### src/rtl/dsp_issue_ctrl.sv
// Command-side issue controller for a DSP48A1 slice: registers operands onto the
// slice, tracks its fixed latency and returns P/CARRYOUT in issue order.
module dsp_issue_ctrl #(
  parameter int LATENCY = 4,
  parameter int DEPTH   = 4,
  parameter int TAGW    = 4
) (
  input  logic            clk,
  input  logic            rst_n,
  input  logic            cmd_valid,
  output logic            cmd_ready,
  input  logic [1:0]      cmd_op,
  input  logic [TAGW-1:0] cmd_tag,
  input  logic [17:0]     cmd_a,
  input  logic [17:0]     cmd_b,
  input  logic [17:0]     cmd_d,
  input  logic [47:0]     cmd_c,
  output logic [17:0]     dsp_a,
  output logic [17:0]     dsp_b,
  output logic [17:0]     dsp_d,
  output logic [47:0]     dsp_c,
  output logic [7:0]      dsp_opmode,
  input  logic [47:0]     dsp_p,
  input  logic            dsp_carryout,
  output logic            res_valid,
  input  logic            res_ready,
  output logic [47:0]     res_p,
  output logic            res_carry,
  output logic [TAGW-1:0] res_tag
);

  localparam int PW = $clog2(DEPTH);
  localparam int CW = $clog2(DEPTH + 1);

  // Handshake rule on both sides: a transfer happens on the rising edge where
  // valid and ready are both high; valid never depends on ready.
  logic            run;
  logic            accept;
  logic            pop;
  logic            capture;
  logic [CW-1:0]   out_cnt;
  logic [CW-1:0]   fifo_cnt;
  logic [PW-1:0]   wr_ptr;
  logic [PW-1:0]   rd_ptr;
  logic [7:0]      op_mode;

  logic [LATENCY-1:0] vld_pipe;
  logic [TAGW-1:0]    tag_pipe [LATENCY];

  logic [47:0]     p_mem [DEPTH];
  logic            c_mem [DEPTH];
  logic [TAGW-1:0] t_mem [DEPTH];

  // Credits cover both in-flight and buffered results, so a capture always has room.
  assign cmd_ready = run && (out_cnt < CW'(DEPTH));
  assign accept    = cmd_valid && cmd_ready;
  assign pop       = res_valid && res_ready;
  assign capture   = vld_pipe[LATENCY-1];

  always_comb begin
    op_mode = 8'h00;
    case (cmd_op)
      2'b00:   op_mode = 8'b0011_0101;
      2'b01:   op_mode = 8'b0001_1101;
      2'b10:   op_mode = 8'b0101_0101;
      default: op_mode = 8'b0000_0000;
    endcase
  end

  // Holds cmd_ready low until the first clock edge after reset release.
  always_ff @(posedge clk or negedge rst_n) begin
    if (!rst_n) begin
      run <= 1'b0;
    end else begin
      run <= 1'b1;
    end
  end

  always_ff @(posedge clk or negedge rst_n) begin
    if (!rst_n) begin
      dsp_a      <= '0;
      dsp_b      <= '0;
      dsp_d      <= '0;
      dsp_c      <= '0;
      dsp_opmode <= 8'h00;
    end else if (accept) begin
      dsp_a      <= cmd_a;
      dsp_b      <= cmd_b;
      dsp_d      <= cmd_d;
      dsp_c      <= cmd_c;
      dsp_opmode <= op_mode;
    end
  end

  // Stage LATENCY-1 marks the edge on which dsp_p holds this command's result.
  always_ff @(posedge clk or negedge rst_n) begin
    if (!rst_n) begin
      vld_pipe <= '0;
      for (int i = 0; i < LATENCY; i++) begin
        tag_pipe[i] <= '0;
      end
    end else begin
      vld_pipe[0] <= accept;
      tag_pipe[0] <= cmd_tag;
      for (int i = 1; i < LATENCY; i++) begin
        vld_pipe[i] <= vld_pipe[i-1];
        tag_pipe[i] <= tag_pipe[i-1];
      end
    end
  end

  always_ff @(posedge clk or negedge rst_n) begin
    if (!rst_n) begin
      wr_ptr   <= '0;
      rd_ptr   <= '0;
      fifo_cnt <= '0;
      for (int i = 0; i < DEPTH; i++) begin
        p_mem[i] <= '0;
        c_mem[i] <= 1'b0;
        t_mem[i] <= '0;
      end
    end else begin
      if (capture) begin
        p_mem[wr_ptr] <= dsp_p;
        c_mem[wr_ptr] <= dsp_carryout;
        t_mem[wr_ptr] <= tag_pipe[LATENCY-1];
        wr_ptr        <= wr_ptr + 1'b1;
      end
      if (pop) begin
        rd_ptr <= rd_ptr + 1'b1;
      end
      case ({capture, pop})
        2'b10:   fifo_cnt <= fifo_cnt + 1'b1;
        2'b01:   fifo_cnt <= fifo_cnt - 1'b1;
        default: fifo_cnt <= fifo_cnt;
      endcase
    end
  end

  always_ff @(posedge clk or negedge rst_n) begin
    if (!rst_n) begin
      out_cnt <= '0;
    end else begin
      case ({accept, pop})
        2'b10:   out_cnt <= out_cnt + 1'b1;
        2'b01:   out_cnt <= out_cnt - 1'b1;
        default: out_cnt <= out_cnt;
      endcase
    end
  end

  assign res_valid = (fifo_cnt != '0);
  assign res_p     = p_mem[rd_ptr];
  assign res_carry = c_mem[rd_ptr];
  assign res_tag   = t_mem[rd_ptr];

endmodule

### config.mk
export PLATFORM = sky130hd
export DESIGN_NAME = dsp_issue_ctrl
export DESIGN_NICKNAME = d
export VERILOG_FILES = /design/src/rtl/dsp_issue_ctrl.sv
export SDC_FILE = /design/constraint.sdc
export NUM_CORES = 1
export LEC_CHECK = 0
export CORE_UTILIZATION = 41
export DETAILED_ROUTE_END_ITERATION = 8
export GPL_ROUTABILITY_DRIVEN = 0
export GPL_TIMING_DRIVEN = 0
export HOLD_SLACK_MARGIN = 0.06
export PLACE_DENSITY_LB_ADDON = 0.25
export SLEW_MARGIN = 20
export SYNTH_ARGS = -nofsm -noshare
export SYNTH_HDL_FRONTEND = slang
export SYNTH_SLANG_ARGS = --single-unit
### constraint.sdc
create_clock -name clk -period 4 [get_ports clk]
set_clock_uncertainty 0.1 [all_clocks]
set_input_delay 0.8 -clock clk [delete_from_list [all_inputs] [get_ports clk]]
set_output_delay 0.8 -clock clk [all_outputs]
set_load 0.01 [all_outputs]
==> flow_metrics.tcl <==
set metrics [dict create \
    hold_viol 0 \
    cts_buffers 39 \
    post-place-ws_ps 946 \
    dr.first_iter.drc_count 371 \
    grt_max_degree 82 \
    syn_inst 1031 \
    ys_seq_elements 349 \
    wl_um 36500 \
    placed_cell_area_sq_um 19100 \
    placed_cells 1827 \
    dieHeight_um 194 \
    stdcell_area_sq_um 20400 \
    power.density_nw_per_um2 847 \
    clock_latency_ps 540 \
    holdBufCountCts 0 \
    path_class "flip-flop to output port" \
    hold_class "input pin to asynchronous set/reset pin" \
    synth_area_leaders "dfrtp_1 (58%), mux2_4 (20%), nand2_1 (7.7%)" \
    die-width_um 194 \
    crit_chain "buf_2, buf_2, mux4_2, clkdlybuf4s50_1" \
    ys_types 29 \
    ios 326 \
    mostFrequentLayoutCell "dfrtp_1" \
    cts_tree "done" \
    htree_levels 2 \
    wl_per_cell_um 19.3 \
    rows 70 \
    maxCapViolCount 0 \
    avgSynthCellArea_sq_um 14.7 \
    ys_warn_count 0 \
    syn_area_sq_um 15200 \
    worstPathMaxFanout 10 \
    synth_top_area_cell "dfrtp_1" \
    fin_cells 1897 \
    drive_above_1_share 0.275 \
    initial_utilization 0.415 \
    first_pass_iters 4 \
    post-cts-setup-buffers 0 \
    fin_crit_ps 3260 \
    diodes 0 \
    endpoint_kind "output port" \
    peakVddDrop_v 0.000419 \
    viasPerCell 4.81 \
    arrival_ps 2360 \
    worst_slack_ps 737 \
    antenna_found_initial 0 \
    final.setup.tns_ps 0 \
    hpwl_um 24900 \
    yosysSeqAreaShare 0.576 \
    slowest_delay_ps 520 \
    core_sq_um 36500 \
    io_buffers 323 \
    fin_crit_sh 0.816 \
    rsz0062_at_grt "false" \
    clk_pin_slew_ps 60 \
    critPathTopFamily "buffers and inverters" \
    cts.repair.resized 0 \
    ant_nets 0 \
    required_ps 3100 \
    grt_pass1_vias 10176 \
    clkSinkCount 349 \
    slew_violations 0 \
    max_freq_ghz 0.306 \
    cts_max_path_buffers 3 \
    grt_pass1_wl_um 58500 \
    grt.total_usage 0.200 \
    crit_path_start_kind "flip-flop" \
    remaining_drc_errors 0 \
    outcome "finished, final reports clean" \
    p_total_mw 17.3 \
    path_buf_inv 3 \
    yosysTopAreaCellShare 0.576 \
    setup_violations 0 \
    syn2layout_area_growth_pct 34.7 \
    routed-via-count 9127 \
    cp_common_cell "buf_2" \
    grt.overflow.total 0 \
    clockRootBuffer "clkbuf_16" \
    crit_slowest_cell "clkdlybuf4s50_1" \
    nets 1569 \
    final_cell_mix "dfrtp_1 (349), clkdlybuf4s50_1 (322), nand2_1 (311)" \
    p_leak_nw 9.85 \
    die_area_sq_um 37800 \
]
## kinds of logic after synthesis
| logic type | after synthesis | synth area share |
|---|---|---|
| AOI/OAI and AO/OA | 6 | 0.00248 |
| xor gates and xnor gates | 9 | 0.00520 |
| adders and majority gates | 8 | 0.00759 |
| buffers and inverters | 67 | 0.0363 |
| DFF | 349 | 0.576 |
| muxes | 267 | 0.288 |
| other | 2 | 0.000495 |
| and+or+nand+nor | 323 | 0.0837 |
## routing by layer
layer / share of wire / GRT usage
met4: 0.037 / 0.0894
met3: 0.074 / 0.0625
met1: 0.42 / 0.256
met2: 0.47 / 0.314
met5: 0 / 0
## flip-flops by register name, summed over array words and instances (netlist names)
| signal | flops |
|---|---|
| p_mem | 192 |
| dsp_c | 48 |
| dsp_a | 18 |
| dsp_b | 18 |
| dsp_d | 18 |
| t_mem | 16 |
| tag_pipe | 16 |
| c_mem | 4 |
| dsp_opmode | 4 |
| vld_pipe | 4 |
| fifo_cnt | 3 |
| out_cnt | 3 |
| rd_ptr | 2 |
| wr_ptr | 2 |
| run | 1 |
## report_power, final
part / switching (mW) / total [mW] / leakage (nW) / internal, mW
Clock: 1.42 / 3.66 / 0.671 / 2.23
Sequential: 0.918 / 6.13 / 4.16 / 5.21
Combinational: 2.77 / 7.52 / 5.03 / 4.75
## final timing paths
kind	start	slack (ps)	to	cells past startpoint
min	rst_n	100	p_mem[174]$_DFFE_PN0P_	1
max reg2reg	out_cnt[2]$_DFFE_PN0P_	1800	out_cnt[2]$_DFFE_PN0P_	8
min in group clk	tag_pipe[4]$_DFF_PN0_	250	tag_pipe[0]$_DFF_PN0_	0
max in group asynchronous	rst_n	2190	dsp_a[10]$_DFFE_PN0P_	4
max	rd_ptr[1]$_DFFE_PN0P_	740	res_p[27]	4
min reg2reg	tag_pipe[4]$_DFF_PN0_	250	tag_pipe[0]$_DFF_PN0_	0
## synth_stat cells, drive strengths merged
cell    instances
fa              2
dfrtp         349
mux2i           1
mux2          213
ha              6
xor2            5
or3             1
xnor2           4
mux4           53
o21ai           3
o31a            1
a31oi           1
nand3b          1
clkbuf          5
o31ai           1
buf            55
nor2b           1
nand2b          2
nor2            3
conb            2
nand2         315
inv             7
## per-stage QoR
step	utilization	hold slack [ps]
2_1_floorplan	-	231
6_report	0.559	105
3_3_place_gp	0.520	234
4_1_cts	0.559	94.3
5_1_grt	0.559	129
3_5_place_dp	0.523	235
## final cells by class
class | count | area, sq um
Inverter | 7 | 26.3
Clock inverter | 12 | 110
Sequential cell | 349 | 8730
Buffer | 60 | 524
Fill cell | 2978 | 16100
Multi-Input combinational cell | 616 | 5880
Clock buffer | 58 | 1220
Tap cell | 468 | 586
Timing Repair Buffer | 327 | 3350
Note: power is estimated with default switching activity, not from simulation.
